### config.mk
export PLATFORM = sky130hd
export DESIGN_NAME = ntr_xfer_sequencer_flat
export DESIGN_NICKNAME = d
export VERILOG_FILES = /design/src/rtl/ntr_xfer_sequencer_if.sv /design/src/rtl/ntr_xfer_sequencer.sv /design/src/flat_wrapper.sv
export SDC_FILE = /design/constraint.sdc
export NUM_CORES = 1
export LEC_CHECK = 0
export ABC_AREA = 1
export BUFFER_PORTS_ARGS = -buffer_cell sky130_fd_sc_hd__clkbuf_2
export CORE_UTILIZATION = 50
export CTS_CLUSTER_SIZE = 20
export DETAILED_ROUTE_END_ITERATION = 6
export HOLD_SLACK_MARGIN = 0.06
export PLACE_DENSITY = 0.77
export SKIP_LAST_GASP = 1
export SLEW_MARGIN = 20
export SYNTH_ARGS = -nofsm -noshare
export SYNTH_HDL_FRONTEND = slang
export SYNTH_SLANG_ARGS = --single-unit
### constraint.sdc
create_clock -name clk -period 1.93 [get_ports clk]
set_input_delay 0.386 -clock clk [delete_from_list [all_inputs] [get_ports clk]]
set_output_delay 0.386 -clock clk [all_outputs]
set_load 0.01 [all_outputs]
### src/rtl/ntr_xfer_sequencer_if.sv
// Cart-bus / decoder / data-source bundle for ntr_xfer_sequencer.
//   slave  : the sequencer side (captures command, drives response)
//   master : the environment side (bus pins, decoder, data source)
// Signals: cs1/bus_en/din (bus in), cmd_out/cmd_valid/cmd_ack/rsp_len
// (decoder handshake), rd_valid/rd_data/rd_pop (data source),
// dout/dout_oe/busy/xfer_done/xfer_abort/underrun (status and bus out).
interface ntr_xfer_sequencer_if #(
  parameter int unsigned LEN_W = 13
);
  logic             cs1;
  logic             bus_en;
  logic [7:0]       din;
  logic [63:0]      cmd_out;
  logic             cmd_valid;
  logic             cmd_ack;
  logic [LEN_W-1:0] rsp_len;
  logic             rd_valid;
  logic [7:0]       rd_data;
  logic             rd_pop;
  logic [7:0]       dout;
  logic             dout_oe;
  logic             busy;
  logic             xfer_done;
  logic             xfer_abort;
  logic             underrun;

  modport slave (
    input  cs1, bus_en, din, cmd_ack, rsp_len, rd_valid, rd_data,
    output cmd_out, cmd_valid, rd_pop, dout, dout_oe, busy,
           xfer_done, xfer_abort, underrun
  );

  modport master (
    output cs1, bus_en, din, cmd_ack, rsp_len, rd_valid, rd_data,
    input  cmd_out, cmd_valid, rd_pop, dout, dout_oe, busy,
           xfer_done, xfer_abort, underrun
  );
endinterface

### src/rtl/ntr_xfer_sequencer.sv
// ntr_xfer_sequencer: sequences one NTR cartridge bus transaction.
// Captures the 8-byte command while cs1 is low, offers it to the decoder
// with cmd_valid/cmd_ack, then streams rsp_len (clamped to MAX_LEN) bytes
// from the data source, substituting FILL_BYTE when no data is available.
// Ports: clk, rst (sync, active high), bus (ntr_xfer_sequencer_if.slave),
//        ack_timeout (only when NTR_SEQ_TIMEOUT_EN is defined).
// Optional feature macro NTR_SEQ_TIMEOUT_EN: abandons WAIT_ACK after
// TIMEOUT_CYCLES cycles without cmd_ack and flags sticky ack_timeout.
module ntr_xfer_sequencer #(
  parameter int unsigned CMD_BYTES      = 8,
  parameter int unsigned LEN_W          = 13,
  parameter int unsigned MAX_LEN        = 4096,
  parameter logic [7:0]  FILL_BYTE      = 8'hFF
`ifdef NTR_SEQ_TIMEOUT_EN
  ,
  parameter int unsigned TIMEOUT_CYCLES = 64
`endif
) (
  input  logic                clk,
  input  logic                rst,
  ntr_xfer_sequencer_if.slave bus
`ifdef NTR_SEQ_TIMEOUT_EN
  ,
  output logic                ack_timeout
`endif
);

  localparam int unsigned CNT_W = $clog2(CMD_BYTES + 1);

  typedef enum logic [2:0] {S_IDLE, S_CMD, S_WAIT_ACK, S_DATA, S_DONE} state_t;

  state_t           state, state_nx;
  logic             slot;
  logic [CNT_W-1:0] byte_cnt;
  logic [LEN_W-1:0] remaining;
  logic [LEN_W-1:0] rsp_clamped;
  logic [63:0]      cmd_q;
  logic             cmd_valid_q, dout_oe_q, done_q, abort_q, underrun_q;
  logic [7:0]       dout_q;

  logic do_shift, cnt_first, ld_rem, dec_rem, drv_fill, drv_data;
  logic set_ur, clr_ur, done_p, abort_p, set_cv, clr_cv;

`ifdef NTR_SEQ_TIMEOUT_EN
  localparam int unsigned TMO_W = (TIMEOUT_CYCLES > 1) ? $clog2(TIMEOUT_CYCLES) : 1;
  logic [TMO_W-1:0] tmo_cnt;
  logic             tmo_hit, set_tmo, tmo_q;
  assign tmo_hit     = (tmo_cnt == TMO_W'(TIMEOUT_CYCLES - 1));
  assign ack_timeout = tmo_q;
`endif

  assign slot        = bus.bus_en && !bus.cs1;
  assign rsp_clamped = (bus.rsp_len > LEN_W'(MAX_LEN)) ? LEN_W'(MAX_LEN) : bus.rsp_len;

  always_comb begin
    state_nx  = state;
    do_shift  = 1'b0;
    cnt_first = 1'b0;
    ld_rem    = 1'b0;
    dec_rem   = 1'b0;
    drv_fill  = 1'b0;
    drv_data  = 1'b0;
    set_ur    = 1'b0;
    clr_ur    = 1'b0;
    done_p    = 1'b0;
    abort_p   = 1'b0;
    set_cv    = 1'b0;
    clr_cv    = 1'b0;
`ifdef NTR_SEQ_TIMEOUT_EN
    set_tmo   = 1'b0;
`endif
    case (state)
      S_IDLE: begin
        if (slot) begin
          do_shift  = 1'b1;
          cnt_first = 1'b1;
          clr_ur    = 1'b1;
          state_nx  = S_CMD;
        end
      end
      S_CMD: begin
        if (bus.cs1) begin
          abort_p  = 1'b1;
          state_nx = S_IDLE;
        end else if (bus.bus_en) begin
          do_shift = 1'b1;
          if (byte_cnt == CNT_W'(CMD_BYTES - 1)) begin
            set_cv   = 1'b1;
            state_nx = S_WAIT_ACK;
          end
        end
      end
      S_WAIT_ACK: begin
        if (bus.cs1) begin
          abort_p  = 1'b1;
          clr_cv   = 1'b1;
          state_nx = S_IDLE;
        end else begin
          drv_fill = bus.bus_en;
          if (bus.cmd_ack) begin
            clr_cv = 1'b1;
            ld_rem = 1'b1;
            if (rsp_clamped == '0) begin
              done_p   = 1'b1;
              state_nx = S_DONE;
            end else begin
              state_nx = S_DATA;
            end
          end
`ifdef NTR_SEQ_TIMEOUT_EN
          else if (tmo_hit) begin
            clr_cv   = 1'b1;
            done_p   = 1'b1;
            set_tmo  = 1'b1;
            state_nx = S_DONE;
          end
`endif
        end
      end
      S_DATA: begin
        if (bus.cs1) begin
          abort_p  = 1'b1;
          state_nx = S_IDLE;
        end else if (bus.bus_en) begin
          drv_data = 1'b1;
          dec_rem  = 1'b1;
          set_ur   = !bus.rd_valid;
          if (remaining == LEN_W'(1)) begin
            done_p   = 1'b1;
            state_nx = S_DONE;
          end
        end
      end
      S_DONE: begin
        if (bus.cs1) state_nx = S_IDLE;
        else         drv_fill = bus.bus_en;
      end
      default: state_nx = S_IDLE;
    endcase
  end

  always_ff @(posedge clk) begin
    if (rst) begin
      state       <= S_IDLE;
      cmd_q       <= '0;
      cmd_valid_q <= 1'b0;
      byte_cnt    <= '0;
      remaining   <= '0;
      dout_q      <= '0;
      dout_oe_q   <= 1'b0;
      done_q      <= 1'b0;
      abort_q     <= 1'b0;
      underrun_q  <= 1'b0;
    end else begin
      state     <= state_nx;
      done_q    <= done_p;
      abort_q   <= abort_p;
      dout_oe_q <= (state_nx == S_WAIT_ACK) || (state_nx == S_DATA) || (state_nx == S_DONE);
      if (do_shift) begin
        cmd_q    <= {bus.din, cmd_q[63:8]};
        byte_cnt <= cnt_first ? CNT_W'(1) : byte_cnt + CNT_W'(1);
      end
      if (set_cv)      cmd_valid_q <= 1'b1;
      else if (clr_cv) cmd_valid_q <= 1'b0;
      // remaining saturates at zero rather than wrapping
      if (ld_rem)                          remaining <= rsp_clamped;
      else if (dec_rem && remaining != '0) remaining <= remaining - LEN_W'(1);
      if (drv_fill)      dout_q <= FILL_BYTE;
      else if (drv_data) dout_q <= bus.rd_valid ? bus.rd_data : FILL_BYTE;
      if (clr_ur)      underrun_q <= 1'b0;
      else if (set_ur) underrun_q <= 1'b1;
    end
  end

`ifdef NTR_SEQ_TIMEOUT_EN
  // counter is zero on the first WAIT_ACK cycle because it clears in every other state
  always_ff @(posedge clk) begin
    if (rst) begin
      tmo_cnt <= '0;
      tmo_q   <= 1'b0;
    end else begin
      if (state == S_WAIT_ACK) tmo_cnt <= tmo_cnt + TMO_W'(1);
      else                     tmo_cnt <= '0;
      if (cnt_first)    tmo_q <= 1'b0;
      else if (set_tmo) tmo_q <= 1'b1;
    end
  end
`endif

  assign bus.cmd_out    = cmd_q;
  assign bus.cmd_valid  = cmd_valid_q;
  assign bus.rd_pop     = (state == S_DATA) && slot && bus.rd_valid;
  assign bus.dout       = dout_q;
  assign bus.dout_oe    = dout_oe_q;
  assign bus.busy       = (state != S_IDLE);
  assign bus.xfer_done  = done_q;
  assign bus.xfer_abort = abort_q;
  assign bus.underrun   = underrun_q;

endmodule

### src/flat_wrapper.sv
// flat-port wrapper written by rule: the top's interface ports become plain ports
module ntr_xfer_sequencer_flat 
#(
  parameter int unsigned CMD_BYTES      = 8,
  parameter int unsigned LEN_W          = 13,
  parameter int unsigned MAX_LEN        = 4096,
  parameter logic [7:0]  FILL_BYTE      = 8'hFF

)
  (clk, rst, bus_cs1, bus_bus_en, bus_din, bus_cmd_ack, bus_rsp_len, bus_rd_valid, bus_rd_data, bus_cmd_out, bus_cmd_valid, bus_rd_pop, bus_dout, bus_dout_oe, bus_busy, bus_xfer_done, bus_xfer_abort, bus_underrun);
  ntr_xfer_sequencer_if #(.LEN_W(LEN_W)) bus_i ();
  input  logic clk;
  input  logic rst;
  input wire logic [$bits(bus_i.cs1)-1:0] bus_cs1;
  input wire logic [$bits(bus_i.bus_en)-1:0] bus_bus_en;
  input wire logic [$bits(bus_i.din)-1:0] bus_din;
  input wire logic [$bits(bus_i.cmd_ack)-1:0] bus_cmd_ack;
  input wire logic [$bits(bus_i.rsp_len)-1:0] bus_rsp_len;
  input wire logic [$bits(bus_i.rd_valid)-1:0] bus_rd_valid;
  input wire logic [$bits(bus_i.rd_data)-1:0] bus_rd_data;
  output wire logic [$bits(bus_i.cmd_out)-1:0] bus_cmd_out;
  output wire logic [$bits(bus_i.cmd_valid)-1:0] bus_cmd_valid;
  output wire logic [$bits(bus_i.rd_pop)-1:0] bus_rd_pop;
  output wire logic [$bits(bus_i.dout)-1:0] bus_dout;
  output wire logic [$bits(bus_i.dout_oe)-1:0] bus_dout_oe;
  output wire logic [$bits(bus_i.busy)-1:0] bus_busy;
  output wire logic [$bits(bus_i.xfer_done)-1:0] bus_xfer_done;
  output wire logic [$bits(bus_i.xfer_abort)-1:0] bus_xfer_abort;
  output wire logic [$bits(bus_i.underrun)-1:0] bus_underrun;
  assign bus_i.cs1 = bus_cs1;
  assign bus_i.bus_en = bus_bus_en;
  assign bus_i.din = bus_din;
  assign bus_i.cmd_ack = bus_cmd_ack;
  assign bus_i.rsp_len = bus_rsp_len;
  assign bus_i.rd_valid = bus_rd_valid;
  assign bus_i.rd_data = bus_rd_data;
  assign bus_cmd_out = bus_i.cmd_out;
  assign bus_cmd_valid = bus_i.cmd_valid;
  assign bus_rd_pop = bus_i.rd_pop;
  assign bus_dout = bus_i.dout;
  assign bus_dout_oe = bus_i.dout_oe;
  assign bus_busy = bus_i.busy;
  assign bus_xfer_done = bus_i.xfer_done;
  assign bus_xfer_abort = bus_i.xfer_abort;
  assign bus_underrun = bus_i.underrun;
  ntr_xfer_sequencer #(.CMD_BYTES(CMD_BYTES), .LEN_W(LEN_W), .MAX_LEN(MAX_LEN), .FILL_BYTE(FILL_BYTE)) u_core (.clk(clk), .rst(rst), .bus(bus_i));
endmodule
# == Yosys cells after proc, flatten, opt, wreduce, memory -nomap -nowiden ==
# Index checks and enable logic that the tools add are counted.
# classes
eq_ne,9
bitwise,1
order_cmp,1
add_sub_neg,2
reduce_logical,19
n_mux,49
# ops
cell,count
$mux W13,3
$mux W3,11
$mux W1,28
$mux W8,3
$pmux W3 S5,1
$eq A13 B1 Y1 const B,1
$gt A13 B13 Y1 const B,1
$logic_not A13 Y1,1
$reduce_bool A13 Y1,1
$sub A13 B1 Y13 const B,1
$eq A3 B2 Y1 const B,4
$eq A3 B3 Y1 const B,2
$reduce_bool A2 Y1,3
$reduce_or A2 Y1,3
$add A4 B1 Y4 const B,1
$eq A4 B3 Y1 const B,1
$logic_and A1 B1 Y1,4
$mux W4,1
$pmux W1 S2,2
$eq A3 B1 Y1 const B,1
$logic_not A3 Y1,1
$reduce_bool A3 Y1,1
$reduce_or A3 Y1,1
$logic_not A1 Y1,2
other kinds (2),3
# totals
wordCells,91
input_bits,35
reg_bits,97

# == Logic depth before layout (Yosys ltp) ==
# logic_depth
ltp_word,10
depth_mapped,11

# == Least setup slack after synthesis ==
# Ideal clock, no wire load.
# synth_timing
path_kind,reg-to-reg
from,register u_core.remaining[0]
to,register u_core.remaining[7]
setup_time_ns,0.115
setup_slack_ns,0.413
synth_period_minus_slack_ns,1.517
arrival_ns,1.403
path_stages_with_launch,11
cell_sequence,dfxtp_1 inv_1 ha_1 nand3_2 nor2_4 nand2_1 nand2_1 nand2_4 buf_6 o21ai_1 nor2_1
# synth_between
elab_chain_cells,3
elab_cells_between_ends,6
cone_classes,add/sub: 1; mux: 2; reduce/logical: 3
# synth_rtl
element,line,text
"start, declared",ntr_xfer_sequencer.sv:35,logic [LEN_W-1:0] remaining;
"start signal, assigned",ntr_xfer_sequencer.sv:166,if (ld_rem) remaining <= rsp_clamped;
"start signal, assigned",ntr_xfer_sequencer.sv:167,else if (dec_rem && remaining != '0) remaining <= remaining - LEN_W'(1);
$sub A13 B1 Y13 / $reduce_bool A13 Y1 (equally long branches),ntr_xfer_sequencer.sv:167,
$mux W13 / $logic_and A1 B1 Y1 (equally long branches),ntr_xfer_sequencer.sv:167,
$mux W13 / $reduce_bool A2 Y1 (equally long branches),--,
# Parallel ways exist; a longest one is shown, timed or not. The select of a mux whose other input is x is not followed.
# A chain may end at the register's enable or synchronous reset.

# == Worst setup path in the final report ==
# layout_timing
from,register u_core.state[1]
to,output bus_rd_pop
# layout_between
elab_chain_cells,3
# layout_rtl
element,line,text
"start, declared",ntr_xfer_sequencer.sv:32,"state_t state, state_nx;"
"start signal, assigned",ntr_xfer_sequencer.sv:155,state <= state_nx;
$eq A3 B2 Y1,ntr_xfer_sequencer.sv:192,assign bus.rd_pop = (state == S_DATA) && slot && bus.rd_valid;
$logic_and A1 B1 Y1 (2 in a row),ntr_xfer_sequencer.sv:192,
"end, declared",flat_wrapper.sv:23,output wire logic [$bits(bus_i.rd_pop)-1:0] bus_rd_pop;
# Every way passes these cells.

==> impl_metrics.prom <==
# TYPE chip_impl_metric gauge
chip_impl_info{name="run_status",value="completed"} 1
chip_impl_metric{name="number_of_global_route_vias_before_repair",unit=""} 3607
chip_impl_metric{name="maxCapViolCount",unit=""} 0
chip_impl_metric{name="antenna_found_initial",unit=""} 0
chip_impl_metric{name="wirelength",unit="mm"} 9.77
chip_impl_metric{name="mappedNetlistArea",unit="sq um"} 4080
chip_impl_metric{name="asyncSetResetFlopFracSynth",unit="%"} 0
chip_impl_metric{name="largest_net_degree_at_the_start_of_global_routing",unit=""} 86
chip_impl_info{name="crit_type",value="reg2out"} 1
chip_impl_metric{name="clk_pin_slew_worst_paths",unit="ps"} 110
chip_impl_info{name="mostFrequentLayoutCell",value="nor2_1"} 1
chip_impl_metric{name="final_period_minus_worst_setup_slack",unit="ps"} 1830
chip_impl_metric{name="leakagePower",unit="nW"} 2.35
chip_impl_metric{name="slew_violations",unit=""} 0
chip_impl_metric{name="ys_seq_area_share",unit="%"} 47.6
chip_impl_metric{name="layout.cells.non_filler",unit=""} 783
chip_impl_metric{name="final.setup_skew",unit="ps"} 11.9
chip_impl_metric{name="drc_viols",unit=""} 0
chip_impl_metric{name="powerDensity",unit="nW/um^2"} 785
chip_impl_metric{name="clock_insertion_delay_at_the_later_pin_of_the_skew_report",unit="ps"} 370
chip_impl_info{name="crit_path_cell_trace",value="inv_1 -> nor2_4 -> nand2_2 -> nor2_4 -> nand2_1 -> inv_1 -> clkbuf_2"} 1
chip_impl_metric{name="clockBufferDepth",unit=""} 2
chip_impl_info{name="synth_top_family_by_area",value="simple AND/OR/NAND/NOR gates"} 1
chip_impl_metric{name="final_setup_tns",unit="ps"} 0
chip_impl_metric{name="warnings_synthesis",unit=""} 0
chip_impl_metric{name="max-slew-margin-rel",unit="%"} 63.3
chip_impl_info{name="critPathSlowestCell",value="dfxtp_1"} 1
chip_impl_metric{name="grt_first_pass_wirelength",unit="mm"} 16.4
chip_impl_metric{name="synth_enable_flop_cells",unit=""} 0
chip_impl_metric{name="critical_path.max_stage_delay",unit="ps"} 350
chip_impl_metric{name="fmax",unit="MHz"} 546
chip_impl_metric{name="die-height",unit="microns"} 92.4
chip_impl_info{name="postSynth.topFlopCell",value="dfxtp_1"} 1
chip_impl_metric{name="finalCritPeriodShare",unit="%"} 94.9
chip_impl_metric{name="design.die.area",unit="sq um"} 8530
chip_impl_metric{name="ioPinCount",unit=""} 114
chip_impl_metric{name="cell_count_post_placement",unit=""} 765
chip_impl_metric{name="critical_path_buf_inv_count",unit=""} 3
chip_impl_metric{name="hpwl",unit="mm"} 6.72
chip_impl_metric{name="synth.avg_cell_area",unit="sq um"} 7.14
chip_impl_metric{name="synth_cell_types",unit=""} 32
chip_impl_metric{name="postRouteAntennaNets",unit=""} 0
chip_impl_metric{name="number_of_vias_per_cell",unit=""} 5.04
chip_impl_info{name="timing.critical_path.to_type",value="output port"} 1
chip_impl_metric{name="cts.htree.levels",unit=""} 3
chip_impl_metric{name="timing_worst_slew_pin_value",unit="ps"} 547
chip_impl_metric{name="synthSimpleGateAreaFrac",unit="%"} 29.8
chip_impl_metric{name="tritoncts.num_buffers",unit=""} 9
chip_impl_metric{name="synthesized_nets",unit=""} 610
chip_impl_metric{name="ctsHoldBuffers",unit=""} 0
chip_impl_metric{name="antennaDiodeCount",unit=""} 0
chip_impl_metric{name="dr.first_iter.drc_count",unit=""} 237
chip_impl_metric{name="critical_path_peak_fanout",unit=""} 4
chip_impl_metric{name="detailroute.via_count",unit=""} 3950
chip_impl_metric{name="report.final.setup_viol",unit=""} 0
chip_impl_info{name="cts.root.buffer_cell",value="clkbuf_8"} 1
chip_impl_metric{name="synthesis.instances",unit=""} 572
chip_impl_metric{name="die_width",unit="microns"} 92.4
chip_impl_metric{name="wire_per_inst",unit="microns"} 12.5
chip_impl_metric{name="placeableCoreArea",unit="sq um"} 7810
chip_impl_metric{name="irDropWorstVdd",unit="mV"} 0.491
chip_impl_info{name="cp_top_family",value="simple AND/OR/NAND/NOR gates"} 1
chip_impl_metric{name="floorplan.initialDensity",unit="%"} 52.3
chip_impl_metric{name="std_cell_rows",unit=""} 32
chip_impl_metric{name="numPortBuffers",unit=""} 113
chip_impl_info{name="min_path_type",value="in2reg"} 1
chip_impl_metric{name="firstDrtPassIters",unit=""} 5
chip_impl_metric{name="global_route.usage.total",unit="%"} 23.7
chip_impl_metric{name="cp_data_arrival_time",unit="ps"} 1450
chip_impl_metric{name="signed_area_change_from_the_synthesized_netlist_to_the_final_layout",unit="%"} 20.9
chip_impl_metric{name="routabilityCongestion",unit=""} 0.859
chip_impl_metric{name="post_synthesis_sequential_element_count",unit=""} 97
chip_impl_metric{name="synth_xor_area_share",unit="%"} 0.644
chip_impl_info{name="startpoint_type_of_the_worst_setup_path",value="register"} 1
chip_impl_metric{name="drive_above_1_share",unit="%"} 22.8
chip_impl_metric{name="grt_remaining_overflow",unit=""} 0
chip_impl_metric{name="cp_data_required_time",unit="ps"} 1540
chip_impl_info{name="final_cell_mix",value="nor2_1 (179), clkbuf_2 (113), dfxtp_1 (97)"} 1
chip_impl_info{name="grt_setup_unrepaired",value="false"} 1
chip_impl_metric{name="synth_compound_area_share",unit="%"} 13.9
chip_impl_metric{name="cts_sinks",unit=""} 97
chip_impl_metric{name="hold_viol",unit=""} 0
chip_impl_info{name="cts_tree",value="built"} 1
chip_impl_metric{name="post_synth_fa_ha_maj_area_fraction",unit="%"} 0.919
chip_impl_metric{name="synth.area.mux_share",unit="%"} 0
chip_impl_metric{name="fin_nets",unit=""} 714
what timing repair did:
item | CTS | global route
setup endpoints to repair | 1 | 2
endpoints found under the hold margin | 0 | 0
setup buffers | 0 | 2
resized for setup | 3 | 2
pin swaps | 0 | 1
registers in the layout, summed over array words and instances, names as in the netlist:
signal and cells:
u_core.state 3, u_core.bus.xfer_abort 1, u_core.bus.xfer_done 1, u_core.byte_cnt 4, u_core.bus.dout_oe 1, u_core.bus.dout 8
u_core.bus.underrun 1, u_core.remaining 13, u_core.bus.cmd_out 64, u_core.bus.cmd_valid 1
cell type report:
| class | count | area [sq um] |
|---|---|---|
| Clock buffer | 10 | 138 |
| Clock inverter | 6 | 61.3 |
| Fill cell | 728 | 2870 |
| Inverter | 34 | 128 |
| Multi-Input combinational cell | 412 | 1870 |
| Sequential cell | 97 | 1940 |
| Tap cell | 102 | 128 |
| Timing Repair Buffer | 122 | 671 |
worst reg2reg max path, delay by kind of cell, from the launching register on:
family	cells	cell delay (ps)
simple gates	6	720
compound gates	1	180
fa+ha+maj	1	240
flops	1	340
buf+inv	3	200
stage by stage:
| step | utilization [%] | total power [mW] | worst slack [ps] | instance area (sq um) | hold slack, ps |
|---|---|---|---|---|---|
| CTS | 63.0 | 3.91 | 41.4 | 4920 | 246 |
| global route | 63.2 | 4.06 | 8.08 | 4940 | 252 |
| detailed placement | 60.3 | 2.61 | 168 | 4710 | 455 |
| global placement | 60.3 | 2.60 | 246 | 4710 | 451 |
| floorplan | - | 2.44 | 413 | 4080 | 446 |
| finish | 63.2 | 3.88 | 98.0 | 4940 | 255 |
final timing paths:
kind	startpoint	cells past startpoint	end	slack, ps
setup / recovery	u_core.state[1]	7	bus_rd_pop	100
hold / removal	bus_din[5]	3	u_core.bus.cmd_out[61]	250
setup reg to reg	u_core.remaining[0]	11	u_core.remaining[8]	150
hold reg to reg	u_core.bus.underrun	2	u_core.bus.underrun	480
cell families (layout without fill, tap and decap cells):
family / count (synthesis) / count (layout)
AO/OA/AOI/OAI: 110 / 110
flip-flops: 97 / 97
adder cells (fa/ha/maj): 3 / 3
XOR/XNOR: 3 / 3
buffers and inverters: 63 / 172
AND/OR/NAND/NOR: 296 / 296
report_power, final:
| group | leakage, nW | total [mW] | internal [mW] | switching, mW |
|---|---|---|---|---|
| clock | 0.0982 | 1.31 | 0.536 | 0.773 |
| combinational | 1.46 | 0.413 | 0.165 | 0.248 |
| sequential | 0.793 | 2.15 | 2.09 | 0.0650 |
| total | 2.35 | 3.88 | 2.79 | 1.09 |
cells in the mapped netlist (2+ instances only):
master    instances  area share [%]
buf_6             3            0.83
inv_1            32             2.9
o22ai_1           8             1.2
xnor2_1           2            0.43
buf_4             4            0.74
nand3_1          37             4.5
o21ai_1          10             1.2
nor2_1          180              17
buf_2             9             1.1
a21oi_1          19             2.3
o21ai_0          69             8.5
or2_2             2            0.31
nor3_1            2            0.25
ha_1              3            0.92
nor2_4            2            0.55
nor2_2            3            0.46
dfxtp_1          97              48
nand3b_1          2            0.37
clkbuf_1         12             1.1
nand4_1           2            0.31
inv_2             2            0.18
nand2_1          62             5.7
layer usage:
layer	up-vias	routed length [microns]	GRT usage [%]	share of wire, %
met2	110	4560	40.4	47
li1	2043	-	-	-
met5	-	0	0	0
met1	1790	4430	29.6	45
met4	0	74	7.42	0.76
met3	7	712	5.25	7.3
Power figures use the tool's default switching activity.
